`config.mk`:
```
export PLATFORM = sky130hd
export DESIGN_NAME = nibble_mul_seq_flat
export DESIGN_NICKNAME = d
export VERILOG_FILES = /design/src/rtl/nibble_mul_seq_if.sv /design/src/rtl/nibble_mul_seq.sv /design/src/flat_wrapper.sv
export SDC_FILE = /design/constraint.sdc
export NUM_CORES = 1
export LEC_CHECK = 0
export ABC_AREA = 1
export CORE_UTILIZATION = 48
export DETAILED_ROUTE_END_ITERATION = 16
export HOLD_SLACK_MARGIN = 0.02
export PLACE_DENSITY = 0.83
export SYNTH_ARGS = -nofsm -noshare
export SYNTH_HDL_FRONTEND = slang
export SYNTH_SLANG_ARGS = --single-unit
```
`constraint.sdc`:
```
create_clock -name clk -period 2.7 [get_ports clk]
set_clock_uncertainty 0.05 [all_clocks]
set_input_delay 0.405 -clock clk [delete_from_list [all_inputs] [get_ports clk]]
set_output_delay 0.405 -clock clk [all_outputs]
set_load 0.01 [all_outputs]
```
`src/rtl/nibble_mul_seq_if.sv`:
```
// Request/result bundle for the sequential nibble multiplier.
// The master issues start/a/b; the slave returns busy/done/product.
interface nibble_mul_seq_if #(
    parameter int OPW = 8
);
    logic              start;
    logic [OPW-1:0]    a;
    logic [OPW-1:0]    b;
    logic              busy;
    logic              done;
    logic [2*OPW-1:0]  product;

    modport master (
        output start, a, b,
        input  busy, done, product
    );

    modport slave (
        input  start, a, b,
        output busy, done, product
    );
endinterface

```
`src/rtl/nibble_mul_seq.sv`:
```
// Sequential OPW x OPW multiplier driving an external 4x4 multiplier stage.
// Optional NIBBLE_MUL_ZERO_SKIP_EN: zero operands bypass RUN and finish at once.
module nibble_mul_seq #(
    parameter int OPW = 8
) (
    input  logic             clk,
    input  logic             rst,
    nibble_mul_seq_if.slave  bus,
    output logic [3:0]       mul_in1,
    output logic [3:0]       mul_in2,
    input  logic [7:0]       mul_out
);
    localparam int NIB = OPW / 4;
    localparam int PW  = 2 * OPW;
    localparam int CW  = (NIB > 1) ? $clog2(NIB) : 1;
    localparam logic [CW-1:0] LAST = CW'(NIB - 1);

    typedef enum logic [1:0] {
        IDLE = 2'd0,
        RUN  = 2'd1,
        DONE = 2'd2
    } state_e;

    state_e          state_q, state_d;
    logic [OPW-1:0]  a_reg_q, a_reg_d;
    logic [OPW-1:0]  b_reg_q, b_reg_d;
    logic [PW-1:0]   acc_q, acc_d;
    logic [PW-1:0]   product_q, product_d;
    logic [CW-1:0]   i_q, i_d;
    logic [CW-1:0]   j_q, j_d;
    logic            busy_q, busy_d;
    logic            done_q, done_d;

    logic [OPW-1:0]  a_sh;
    logic [OPW-1:0]  b_sh;
    logic [CW:0]     ij;
    logic [PW-1:0]   term;
    logic [PW-1:0]   acc_sum;

    // Nibble select and partial-product alignment come straight off the counters.
    always_comb begin
        a_sh = a_reg_q >> {i_q, 2'b00};
        b_sh = b_reg_q >> {j_q, 2'b00};
        ij = {1'b0, i_q} + {1'b0, j_q};
        term = '0;
        term[7:0] = mul_out;
        term = term << {ij, 2'b00};
        acc_sum = acc_q + term;
    end

    always_comb begin
        mul_in1 = 4'h0;
        mul_in2 = 4'h0;
        if (state_q == RUN) begin
            mul_in1 = a_sh[3:0];
            mul_in2 = b_sh[3:0];
        end
    end

    always_comb begin
        state_d   = state_q;
        a_reg_d   = a_reg_q;
        b_reg_d   = b_reg_q;
        acc_d     = acc_q;
        product_d = product_q;
        i_d       = i_q;
        j_d       = j_q;

        unique case (state_q)
            IDLE, DONE: begin
                state_d = IDLE;
                if (bus.start) begin
                    a_reg_d = bus.a;
                    b_reg_d = bus.b;
                    acc_d   = '0;
                    i_d     = '0;
                    j_d     = '0;
                    state_d = RUN;
`ifdef NIBBLE_MUL_ZERO_SKIP_EN
                    if (bus.a == '0 || bus.b == '0) begin
                        product_d = '0;
                        state_d   = DONE;
                    end
`endif
                end
            end
            RUN: begin
                acc_d = acc_sum;
                if (j_q == LAST) begin
                    j_d = '0;
                    if (i_q == LAST) begin
                        i_d       = '0;
                        product_d = acc_sum;
                        state_d   = DONE;
                    end else begin
                        i_d = i_q + CW'(1);
                    end
                end else begin
                    j_d = j_q + CW'(1);
                end
            end
            default: begin
                state_d = IDLE;
            end
        endcase

        busy_d = (state_d == RUN);
        done_d = (state_d == DONE);
    end

    always_ff @(posedge clk) begin
        if (rst) begin
            state_q   <= IDLE;
            a_reg_q   <= '0;
            b_reg_q   <= '0;
            acc_q     <= '0;
            product_q <= '0;
            i_q       <= '0;
            j_q       <= '0;
            busy_q    <= 1'b0;
            done_q    <= 1'b0;
        end else begin
            state_q   <= state_d;
            a_reg_q   <= a_reg_d;
            b_reg_q   <= b_reg_d;
            acc_q     <= acc_d;
            product_q <= product_d;
            i_q       <= i_d;
            j_q       <= j_d;
            busy_q    <= busy_d;
            done_q    <= done_d;
        end
    end

    assign bus.busy    = busy_q;
    assign bus.done    = done_q;
    assign bus.product = product_q;

endmodule

```
`src/flat_wrapper.sv`:
```
// flat-port wrapper written by rule: the top's interface ports become plain ports
module nibble_mul_seq_flat 
#(
    parameter int OPW = 8
)
  (clk, rst, mul_in1, mul_in2, mul_out, bus_start, bus_a, bus_b, bus_busy, bus_done, bus_product);
  nibble_mul_seq_if #(.OPW(OPW)) bus_i ();
  input  logic clk;
  input  logic rst;
  output logic [3:0] mul_in1;
  output logic [3:0] mul_in2;
  input  logic [7:0] mul_out;
  input wire logic [$bits(bus_i.start)-1:0] bus_start;
  input wire logic [$bits(bus_i.a)-1:0] bus_a;
  input wire logic [$bits(bus_i.b)-1:0] bus_b;
  output wire logic [$bits(bus_i.busy)-1:0] bus_busy;
  output wire logic [$bits(bus_i.done)-1:0] bus_done;
  output wire logic [$bits(bus_i.product)-1:0] bus_product;
  assign bus_i.start = bus_start;
  assign bus_i.a = bus_a;
  assign bus_i.b = bus_b;
  assign bus_busy = bus_i.busy;
  assign bus_done = bus_i.done;
  assign bus_product = bus_i.product;
  nibble_mul_seq #(.OPW(OPW)) u_core (.clk(clk), .rst(rst), .bus(bus_i), .mul_in1(mul_in1), .mul_in2(mul_in2), .mul_out(mul_out));
endmodule
```
Word level (Yosys, flattened, before mapping)
Cells that the tools add are included.
Cells by class
  add/sub/neg operators: 4
  equal/unequal tests: 6
  shift-type cells: 3
  muxes and demuxes: 14
  reduce and logical (&&, ||, !) cells: 7
Operator list (count)
  16-bit case mux with 2 select lines: 1
  16-bit adder: 1
  16-bit 2-to-1 mux: 1
  8-bit by 4-bit << shifter with 16-bit output: 1
  8-bit by 3-bit >> shifter with 4-bit output: 2
  4-bit 2-to-1 mux: 2
  3-bit AND reduction: 2
  1-bit 2-to-1 mux: 5
  2-bit by 1-bit == test with 1-bit output (second input constant): 2
  2-bit == test (second input constant): 2
  2-bit 2-to-1 mux: 2
  1-bit case mux with 2 select lines: 2
  2-bit case mux with 2 select lines: 1
  2-bit AND reduction: 2
  1-bit adder (second input constant): 2
  1-bit by 1-bit adder with 2-bit output: 1
  2-bit zero test: 1
  2-bit by 1-bit != test with 1-bit output (second input constant): 1
  2-bit != test (second input constant): 1
  2-bit nonzero test: 1
  2-bit OR reduction: 1
Storage, ports and cells
  flip-flop bits (word level): 54
  input bits: 27
  output and inout port bits: 26
  logic and storage cells: 43

Logic depth before layout (Yosys ltp)
  word-level depth: 4
  mapped depth: 19
  depth with buffers taken out: 18

Least setup slack after synthesis
Ideal clock, no wire load.
  path kind: register -> register
  from: register u_core.i_q
  to: register u_core.product_q[12] (netlist: u_core.bus.product[12])
  library setup time: 0.109 ns
  arrival time: 2.453 ns
  required time: 2.541 ns
  setup slack: 0.088 ns
  cell stages (with the launch flop): 18
  buffers on the path: 2
  period minus slack after synthesis: 2.612 ns
  cells stage by stage: dfxtp_1 -> ha_1 -> clkbuf_1 -> or2_2 -> clkbuf_1 -> nor2_1 -> ha_1 -> fa_1 -> nand3_1 -> nand2_1 -> nand2_1 -> nand2_1 -> nand2_1 -> nand3_1 -> nand2_1 -> nand2_1 -> nand2_1 -> inv_1
On the way
  word-level cells in the longest chain between the ends: 3
  elaborated cells between the ends (all ways): 4
  classes of those cells: add/sub (2); shift (1); reduce/logical (1)
Ends and longest elaborated chain
  start: declaration: RTL line nibble_mul_seq.sv:29  | logic [CW-1:0] i_q, i_d;
  start signal: assignment: RTL line nibble_mul_seq.sv:128  | i_q <= i_d;
  1-bit by 1-bit adder with 2-bit output: RTL line nibble_mul_seq.sv:44  | ij = {1'b0, i_q} + {1'b0, j_q};
  8-bit by 4-bit << shifter with 16-bit output: RTL line nibble_mul_seq.sv:47  | term = term << {ij, 2'b00};
  16-bit adder: RTL line nibble_mul_seq.sv:48  | acc_sum = acc_q + term;
  end signal: assignment: RTL line nibble_mul_seq.sv:127  | product_q <= product_d;
  end: declaration: RTL line nibble_mul_seq.sv:28  | logic [PW-1:0] product_q, product_d;
Several ways; a longest one is shown, not always the timed one.
A chain may end at the register's enable or synchronous reset.

Worst setup path in the final report
  from: register u_core.j_q
  to: register u_core.product_q[14] (netlist: u_core.bus.product[14])
On the way
  word-level cells in the longest chain between the ends: 3
  elaborated cells between the ends (all ways): 4
  classes of those cells: add/sub (2); shift (1); reduce/logical (1)
Ends and longest elaborated chain
  start: declaration: RTL line nibble_mul_seq.sv:30  | logic [CW-1:0] j_q, j_d;
  start signal: assignment: RTL line nibble_mul_seq.sv:129  | j_q <= j_d;
  1-bit by 1-bit adder with 2-bit output: RTL line nibble_mul_seq.sv:44
  8-bit by 4-bit << shifter with 16-bit output: RTL line nibble_mul_seq.sv:47
  16-bit adder: RTL line nibble_mul_seq.sv:48
Several ways; a longest one is shown, not always the timed one.

==> results.ini <==
[synthesis]
yosys_warnings = 0
synthCells = 485
synth-seq-cells = 54
avgSynthCellArea_um2 = 6.56
seq_area_frac_synth = 0.340
synth_area_mm2 = 0.00318
ys_types = 35
synth_nets = 531

[clock_tree]
cts_num_sinks = 54
cts-root-buf = clkbuf_8
insertion_delay_ns = 0.32
postCtsSetupRepairBufs = 0
ctsHtreeMaxLevel = 2
ctsHoldBuffers = 0
ctsLongestPathBuffers = 2
clk_pin_slew_worst_paths_ns = 0.11
numCtsBuffers = 5
ctsResizeCount = 0
cts_tree = built

[routing]
drtAntennaViolNets = 0
drt-pass1-iter-count = 5
vias = 3180
drcViolationCount = 0
drt_iter0_markers = 132
wire_per_inst_um = 12.6
avgViaCountPerCell = 5.15
drt_wl_total_mm = 7.82

[floorplan]
die_area_mm2 = 0.00696
initial_utilization = 0.498
dieWidth_um = 83.4
boundaryPins = 53
rows = 29
die_h_um = 83.4
core_mm2 = 0.00639

[timing]
final_max_slew_viol_count = 0
fin_crit_sh = 0.930
fin_crit_ns = 2.51
final.setup.worst_slack_ns = 0.189
hold_viol = 0
setup_viol_count_final = 0
maxSlewHeadroom = 0.708
max_freq_ghz = 0.398
worst_pin_slew_ns = 0.437

[critical_path]
end_kind = flop
slowest_delay_ns = 0.35
arrival_ns = 2.69
critical-path-slowest-cell = ha_1
crit_chain = ha_1, buf_4, o21ai_0, nor2_1, ha_1, nand2_1, inv_1, nand2_1, nor3_1, nand2_1, nand2_1, nand2_1, nand2_1, nand2_1, nand2_1, inv_1
cp_max_fo = 12
worstSetupStartpointType = flop
rr_worst_depth = 16
crit_path_frequent_cell = nand2_1
cp.required_ns = 2.88
path_class = flop to flop

[finish]
multi_input_area_mm2 = 0.00176
insertedDiodeCount = 0
area_delta_synth_final_pct = 23.3
drive_gt1_frac = 0.0665
fin_area_mm2 = 0.00392
fillers = 578
final_core_util = 0.614
register_area_mm2 = 0.00108
nets = 586

[placed_design]
dp_hpwl_mm = 5.87
portBuffers = 52
dp_slack_ns = 0.0257
place_congestion = 0.947
place_area_mm2 = 0.00380

[min_path]
whs_path_depth = 2
hold_path_class = flop to flop

[power]
p_leak_nw = 1.98
powerDensity_mw_per_mm2 = 534
peakVddDrop_v = 0.000332

[grt]
grt_max_degree = 27
grt_pass1_wl_mm = 13.5
grt_pass1_vias = 3115
globalRouteOverflowTotal = 0
grt_antenna_before_repair = 0
grt.total_usage = 0.238

[run_status]
status = finished clean

[job]
max_cap_viol_count = 0

[critical path, delay by kind of cell (launching register included)]
kind | cells | cell delay, ns
and+or+nand+nor | 10 | 0.83
DFF | 1 | 0.33
adders and majority gates | 2 | 0.65
buffers and inverters | 3 | 0.31
AOI/OAI and AO/OA | 1 | 0.25
[sequential cells by signal (all words and copies together) (netlist names)]
register and count:
u_core.j_q 1, u_core.bus.product 16, u_core.acc_q 16, u_core.bus.done 1, u_core.bus.busy 1, u_core.b_reg_q 8
u_core.a_reg_q 8, u_core.state_q 2, u_core.i_q 1
[cell usage after synthesis]
cell type / n / area (um^2)
a21oi_1: 30 / 150
clkinv_1: 1 / 3.75
nor3_1: 3 / 15.0
inv_1: 67 / 251
buf_1: 1 / 3.75
o21bai_1: 4 / 30.0
o21a_1: 7 / 52.6
a21oi_2: 1 / 8.76
nor2_4: 1 / 11.3
xnor2_1: 1 / 8.76
nand2_2: 4 / 25.0
buf_6: 3 / 33.8
inv_2: 4 / 15.0
or2_4: 1 / 8.76
a22o_1: 4 / 35.0
dfxtp_1: 54 / 1080
nand3_2: 1 / 10.0
ha_1: 18 / 225
nand2_4: 1 / 11.3
o31ai_1: 1 / 7.51
or2_2: 1 / 6.26
o21ai_0: 31 / 155
nor2_1: 63 / 236
buf_2: 2 / 10.0
nor2_8: 1 / 20.0
o22ai_1: 1 / 6.26
nand2_1: 137 / 514
or2_1: 1 / 6.26
fa_1: 1 / 20.0
clkbuf_1: 8 / 30.0
xor2_1: 6 / 52.6
o21ai_1: 4 / 20.0
buf_4: 1 / 7.51
a21o_1: 2 / 15.0
nand3_1: 19 / 95.1
[metal layers]
layer,vias up,global-route usage,wire length [um]
li1,1620,-,-
met1,1425,0.297,3480
met2,116,0.405,3640
met3,19,0.0447,470
met4,0,0.0971,229
met5,-,0,0
[cells by family after synthesis]
logic type               Yosys count  share of synthesized area
AO/OA/AOI/OAI                     85                      0.151
XOR/XNOR                           7                     0.0193
adder cells (fa/ha/maj)           19                     0.0770
buffers and inverters             87                      0.112
flip-flops                        54                      0.340
AND/OR/NAND/NOR                  233                      0.301
[power by group]
group          switching (mW)  total (mW)  internal, mW  leakage, nW
clock network           0.305       0.588         0.283       0.0563
logic                   0.378       0.625         0.247         1.48
registers              0.0323       0.883         0.851        0.441
[area by class of cell]
type | count | area share
multi-input cells | 344 | 0.447
flip-flops and latches | 54 | 0.276
repair buffers | 63 | 0.154
inverters | 72 | 0.0689
well taps | 77 | 0.0246
clock buffers | 5 | 0.0175
clock inverters | 3 | 0.0124
[path summary, 6_finish.rpt]
kind / start / endpoint / slack, ns
worst min-delay path: u_core.acc_q[0] / u_core.acc_q[0] / 0.43
worst max-delay path: u_core.j_q / u_core.bus.product[14] / 0.19
worst max register to register: u_core.j_q / u_core.bus.product[14] / 0.19
worst min register to register: u_core.acc_q[0] / u_core.acc_q[0] / 0.43
[cells in the final DEF (no fill, tap or decap), types with 2 or more instances in the layout]
cell	count
a21o_1	2
a21oi_1	30
a22o_1	4
buf_4	11
clkbuf_8	5
clkdlybuf4s50_1	52
dfxtp_1	54
ha_1	18
inv_1	67
inv_2	4
nand2_1	137
nand2_2	4
nand3_1	19
nor2_1	63
nor3_1	3
o21a_1	7
o21ai_0	28
o21ai_1	6
o21bai_1	4
or2_4	2
xor2_1	6
[stage by stage]
step,hold WS (ns),instances,power (mW),setup TNS (ns)
after floorplan,0.393,485,1.32,0
after global placement,0.405,610,1.49,0
after detailed placement,0.413,610,1.51,0
after CTS,0.427,618,2.08,0
after global routing,0.447,618,2.20,-0.00169
final,0.425,618,2.10,0
Power figures use the tool's default switching activity.
